--- src/rtl/switch_debouncer_pkg.sv ---
// Shared constants for the slide-switch debouncer: board clock, debounce time,
// switch bit positions and the per-channel FSM state type.
package switch_debouncer_pkg;

    localparam int unsigned CLK_HZ      = 50_000_000;
    localparam int unsigned DEBOUNCE_MS = 10;
    localparam int unsigned DEBOUNCE_CYCLES_DEFAULT = (CLK_HZ / 1000) * DEBOUNCE_MS;

    localparam int unsigned SW_ENABLE = 0;
    localparam int unsigned SW_SEL1   = 1;
    localparam int unsigned SW_SEL2   = 2;

    typedef enum logic {
        ST_STABLE   = 1'b0,
        ST_COUNTING = 1'b1
    } db_state_e;

endpackage

--- src/rtl/debounce_channel.sv ---
// One switch bit: two-flop synchronizer, stability counter FSM, and a registered
// output stage carrying the clean level and its edge pulses.
module debounce_channel
    import switch_debouncer_pkg::*;
#(
    parameter int unsigned DEBOUNCE_CYCLES = DEBOUNCE_CYCLES_DEFAULT,
    parameter logic        RESET_VALUE     = 1'b0
) (
    input  logic clk,
    input  logic rst,
    input  logic sw_raw,
    output logic sw_db,
    output logic sw_rise,
    output logic sw_fall,
    output logic evt
);

    localparam int unsigned   CW       = $clog2(DEBOUNCE_CYCLES + 1);
    localparam logic [CW-1:0] CNT_LAST = CW'(DEBOUNCE_CYCLES - 1);

    logic          sync_p0, sync_p1;
    db_state_e     state_p2, state_nxt;
    logic [CW-1:0] cnt_p2, cnt_nxt;
    logic          lvl_p2, lvl_nxt;
    logic          acc_p2, acc_nxt;
    logic          rise_nxt, fall_nxt;

    always_ff @(posedge clk) begin
        if (rst) begin
            sync_p0  <= RESET_VALUE;
            sync_p1  <= RESET_VALUE;
            state_p2 <= ST_STABLE;
            cnt_p2   <= '0;
            lvl_p2   <= RESET_VALUE;
            acc_p2   <= 1'b0;
            sw_db    <= RESET_VALUE;
            sw_rise  <= 1'b0;
            sw_fall  <= 1'b0;
        end else begin
            // p0/p1: synchronizer; p2: debounce FSM; outputs: registered level and pulses
            sync_p0  <= sw_raw;
            sync_p1  <= sync_p0;
            state_p2 <= state_nxt;
            cnt_p2   <= cnt_nxt;
            lvl_p2   <= lvl_nxt;
            acc_p2   <= acc_nxt;
            sw_db    <= lvl_p2;
            sw_rise  <= rise_nxt;
            sw_fall  <= fall_nxt;
        end
    end

    always_comb begin
        state_nxt = state_p2;
        cnt_nxt   = cnt_p2;
        acc_nxt   = 1'b0;
        case (state_p2)
            ST_STABLE: begin
                if (sync_p1 != lvl_p2) begin
                    if (DEBOUNCE_CYCLES == 1) begin
                        acc_nxt = 1'b1;
                    end else begin
                        state_nxt = ST_COUNTING;
                        cnt_nxt   = CW'(1);
                    end
                end
            end
            ST_COUNTING: begin
                if (sync_p1 == lvl_p2) begin
                    state_nxt = ST_STABLE;
                    cnt_nxt   = '0;
                end else if (cnt_p2 == CNT_LAST) begin
                    acc_nxt   = 1'b1;
                    state_nxt = ST_STABLE;
                    cnt_nxt   = '0;
                end else begin
                    cnt_nxt = cnt_p2 + 1'b1;
                end
            end
            default: begin
                state_nxt = ST_STABLE;
                cnt_nxt   = '0;
            end
        endcase
    end

    always_comb begin
        lvl_nxt  = acc_nxt ? sync_p1 : lvl_p2;
        rise_nxt = acc_p2 & lvl_p2;
        fall_nxt = acc_p2 & ~lvl_p2;
    end

    assign evt = acc_p2;

endmodule

--- src/rtl/switch_debouncer.sv ---
// N independent debounced switch channels with a registered any-change flag
// aligned to the per-channel edge pulses.
module switch_debouncer
    import switch_debouncer_pkg::*;
#(
    parameter int unsigned    N               = 3,
    parameter int unsigned    DEBOUNCE_CYCLES = DEBOUNCE_CYCLES_DEFAULT,
    parameter logic [N-1:0]   RESET_VALUE     = {N{1'b0}}
) (
    input  logic         clk,
    input  logic         rst,
    input  logic [N-1:0] sw_raw,
    output logic [N-1:0] sw_db,
    output logic [N-1:0] sw_rise,
    output logic [N-1:0] sw_fall,
    output logic         sw_changed
);

    logic [N-1:0] evt;

    for (genvar i = 0; i < N; i++) begin : g_ch
        debounce_channel #(
            .DEBOUNCE_CYCLES (DEBOUNCE_CYCLES),
            .RESET_VALUE     (RESET_VALUE[i])
        ) u_ch (
            .clk     (clk),
            .rst     (rst),
            .sw_raw  (sw_raw[i]),
            .sw_db   (sw_db[i]),
            .sw_rise (sw_rise[i]),
            .sw_fall (sw_fall[i]),
            .evt     (evt[i])
        );
    end

    // Registered on the same edge the channels register their pulses
    always_ff @(posedge clk) begin
        if (rst) begin
            sw_changed <= 1'b0;
        end else begin
            sw_changed <= |evt;
        end
    end

endmodule

--- config.mk ---
export PLATFORM = sky130hd
export DESIGN_NAME = switch_debouncer
export DESIGN_NICKNAME = d
export VERILOG_FILES = /design/src/rtl/switch_debouncer_pkg.sv /design/src/rtl/debounce_channel.sv /design/src/rtl/switch_debouncer.sv
export SDC_FILE = /design/constraint.sdc
export NUM_CORES = 1
export LEC_CHECK = 0
export CORE_ASPECT_RATIO = 1.4
export CORE_MARGIN = 10
export CORE_UTILIZATION = 55
export DETAILED_ROUTE_END_ITERATION = 16
export PLACE_DENSITY = 0.79
export SYNTH_ARGS = -nofsm -noshare
export SYNTH_HDL_FRONTEND = slang
export SYNTH_SLANG_ARGS = --single-unit
--- constraint.sdc ---
create_clock -name clk -period 1.9 [get_ports clk]
set_input_delay 0.285 -clock clk [delete_from_list [all_inputs] [get_ports clk]]
set_output_delay 0.285 -clock clk [all_outputs]
set_load 0.02 [all_outputs]
==> flow_metrics.py <==
metrics = {
    "placement": {
        "hpwlAfterDp_um": 6107,
        "dpl_worst_slack_ps": 10.05,
        "post_dp_cell_area_um2": 4332,
        "gp_congestion": 0.8941,
        "io_buffer_count": 14,
    },
    "clocking": {
        "clock_path_buffers": 2,
        "clock_sinks": 82,
        "cts_tree": "done",
        "root_buffer": "clkbuf_8",
        "clkTransAtPathRegs_ps": 90,
        "cts.htree.levels": 3,
        "clk_latency_ps": 360,
        "cts_hold_buf": 0,
        "cts_made_buffers": 9,
    },
    "layout": {
        "drive_above_1_share": 0.1734,
        "syn2layout_area_growth_pct": 17.38,
        "final_cell_area_um2": 4623,
        "diodes": 0,
        "final_nets": 499,
    },
    "floorplan": {
        "ios": 15,
        "start_util": 0.5642,
        "chipHeight_um": 120.1,
        "rows": 36,
        "core_area_um2": 6982,
        "die_area_um2": 10990,
        "die_w_um": 91.52,
    },
    "routing": {
        "drc": 0,
        "wl_per_cell_um": 14.64,
        "drt_pre_antenna_iters": 5,
        "wirelength_um": 8650,
        "drt_iter0_markers": 194,
        "dr_total_vias": 3508,
        "ant_nets": 0,
        "viasPerCell": 5.936,
    },
    "global_routing": {
        "grt_pass1_wl_um": 14950,
        "antenna_found_initial": 0,
        "grt_usage": 0.1606,
        "grt_max_degree": 31,
        "grt-ovfl-total": 0,
        "grt_pass1_vias": 3453,
    },
    "setup_path": {
        "crit_required_ps": 2150,
        "slowest_delay_ps": 540,
        "crit_family": "simple AND/OR/NAND/NOR gates",
        "crit_type": "reg -> reg",
        "regToRegStartpoint": "g_ch[1].u_ch.cnt_p2[7]",
        "worstSetupStartpoint": "g_ch[1].u_ch.cnt_p2[7]",
        "cp_max_fo": 25,
        "crit_chain": "or4b_4, nor4_4, a21oi_2, buf_12, a21o_1, a22o_1",
        "cp-start-kind": "flip-flop",
        "crit_buf_inv": 1,
        "cp_slowest_cell": "or4b_4",
        "cp-end-kind": "flip-flop",
        "arrival_ps": 2120,
    },
    "synthesis": {
        "ys_warn_count": 0,
        "synth-seq-area-share": 0.4168,
        "syn_nets": 467,
        "synth.area.top_cells": "dfxtp_1, a31oi_1, nand2_1",
        "synth_top_area_share": 0.4168,
        "synth_cells": 459,
        "ys_seq_elements": 82,
        "ys_types": 52,
        "synth_edf_count": 0,
        "netlist_area_um2": 3939,
        "async_flop_share": 0,
        "post-synth-top-count-cell": "dfxtp_1",
        "synth_largest_area_cell": "dfxtp_1",
        "synthTopCellsByCount": "dfxtp_1, nand2_1, nor2_1",
        "synth.avg_cell_area_um2": 8.581,
        "yosys_most_used_dff": "dfxtp_1",
    },
    "timing": {
        "skew_ps": 14.93,
        "drv_slew": 0,
        "fmax_mhz": 533.4,
        "hold_viol_final": 0,
        "finalCriticalPeriod_ps": 1875,
        "tightest_slew_ps": 462.4,
        "finalWorstSetupSlack_ps": 25.32,
        "period_share": 0.9867,
        "rsz0062_at_grt": "true",
        "setup_violations": 0,
        "relSlewSlack": 0.6889,
    },
    "pwr": {
        "leakage_nw": 1.686,
        "worst_ir_drop_vdd_uv": 650.2,
        "power_per_cell_area_nw_per_um2": 716.0,
    },
    "run": {
        "drv_cap": 0,
    },
    "worst_hold_path": {
        "min_from": "g_ch[1].u_ch.sync_p0",
        "hold_class": "reg -> reg",
    },
    "outcome": {
        "outcome": "finished clean",
    },
}
-- path summary, 6_finish.rpt --
check	endpoint	slack [ps]	cells after the start
worst max-delay path	g_ch[1].u_ch.cnt_p2[16]	30	6
worst min-delay path	g_ch[1].u_ch.sync_p1	450	1
worst max register to register	g_ch[1].u_ch.cnt_p2[16]	30	6
worst min register to register	g_ch[1].u_ch.sync_p1	450	1
-- repair_timing --
| item | CTS | global route |
|---|---|---|
| setup endpoints to repair | 1 | 17 |
| resized for setup | 1 | 14 |
| setup buffers | 0 | 1 |
| pin swaps | 1 | 3 |
-- per-layer routing --
metal | routed length [um] | part of all wire | up-vias | track usage
met1 | 3467 | 0.40 | 1660 | 0.1657
met2 | 4488 | 0.52 | 86 | 0.2807
li1 | - | - | 1734 | -
met4 | 360 | 0.042 | 0 | 0.1090
met5 | 0 | 0 | - | 0
met3 | 334 | 0.039 | 28 | 0.03805
-- where the power goes --
group          internal [mW]  total [mW]  switching (mW)  leakage, nW
Clock                  0.768        1.46           0.688        0.117
Combinational         0.0508       0.118          0.0667        0.906
Sequential              1.73        1.74         0.00871        0.664
-- state kept, by name, indices dropped and copies added, names as in the netlist --
register,flops
g_ch.u_ch.cnt_p2,57
g_ch.u_ch.evt,3
g_ch.u_ch.lvl_p2,3
g_ch.u_ch.state_p2,3
g_ch.u_ch.sw_db,3
g_ch.u_ch.sw_fall,3
g_ch.u_ch.sw_rise,3
g_ch.u_ch.sync_p0,3
g_ch.u_ch.sync_p1,3
sw_changed,1
-- placed cells by master (no fill, tap or decap), types with 9 or more instances in the layout --
master / count
a21oi_1: 25
nor3_1: 14
nand4_1: 17
nand2b_1: 10
nor2_1: 32
clkdlybuf4s50_1: 14
a31oi_1: 28
nor2b_1: 9
clkbuf_8: 9
dfxtp_1: 79
a22o_1: 12
nand2_1: 46
o21ai_0: 15
nand3_1: 29
buf_4: 42
-- layout make-up --
class / instances / area (um^2)
flip-flops and latches: 82 / 1645
repair buffers: 59 / 515.5
well taps: 95 / 118.9
clock buffers: 9 / 123.9
clock inverters: 7 / 106.4
multi-input cells: 331 / 2083
inverters: 8 / 30.03
fillers: 556 / 2359
-- stage by stage --
step / utilization / setup TNS [ps] / power, mW / hold slack, ps / std cells
5_1_grt: 0.6622 / -24.85 / 3.419 / 473.0 / 591
2_1_floorplan: - / 0 / 1.845 / 413.2 / 459
4_1_cts: 0.6539 / 0 / 3.344 / 453.8 / 590
3_5_place_dp: 0.6204 / 0 / 1.892 / 428.3 / 574
6_report: 0.6622 / 0 / 3.310 / 454.2 / 591
3_3_place_gp: 0.6204 / 0 / 1.889 / 424.7 / 574
-- logic make-up after synthesis --
group,Yosys count,share of synthesized area
AND/OR/NAND/NOR,204,0.2853
AO/OA/AOI/OAI,106,0.1731
flip-flops,82,0.4168
buffers and inverters,46,0.06703
XOR/XNOR,10,0.02796
multiplexers,8,0.02033
adder cells (fa/ha/maj),3,0.009531
Power figures use the tool's default switching activity.
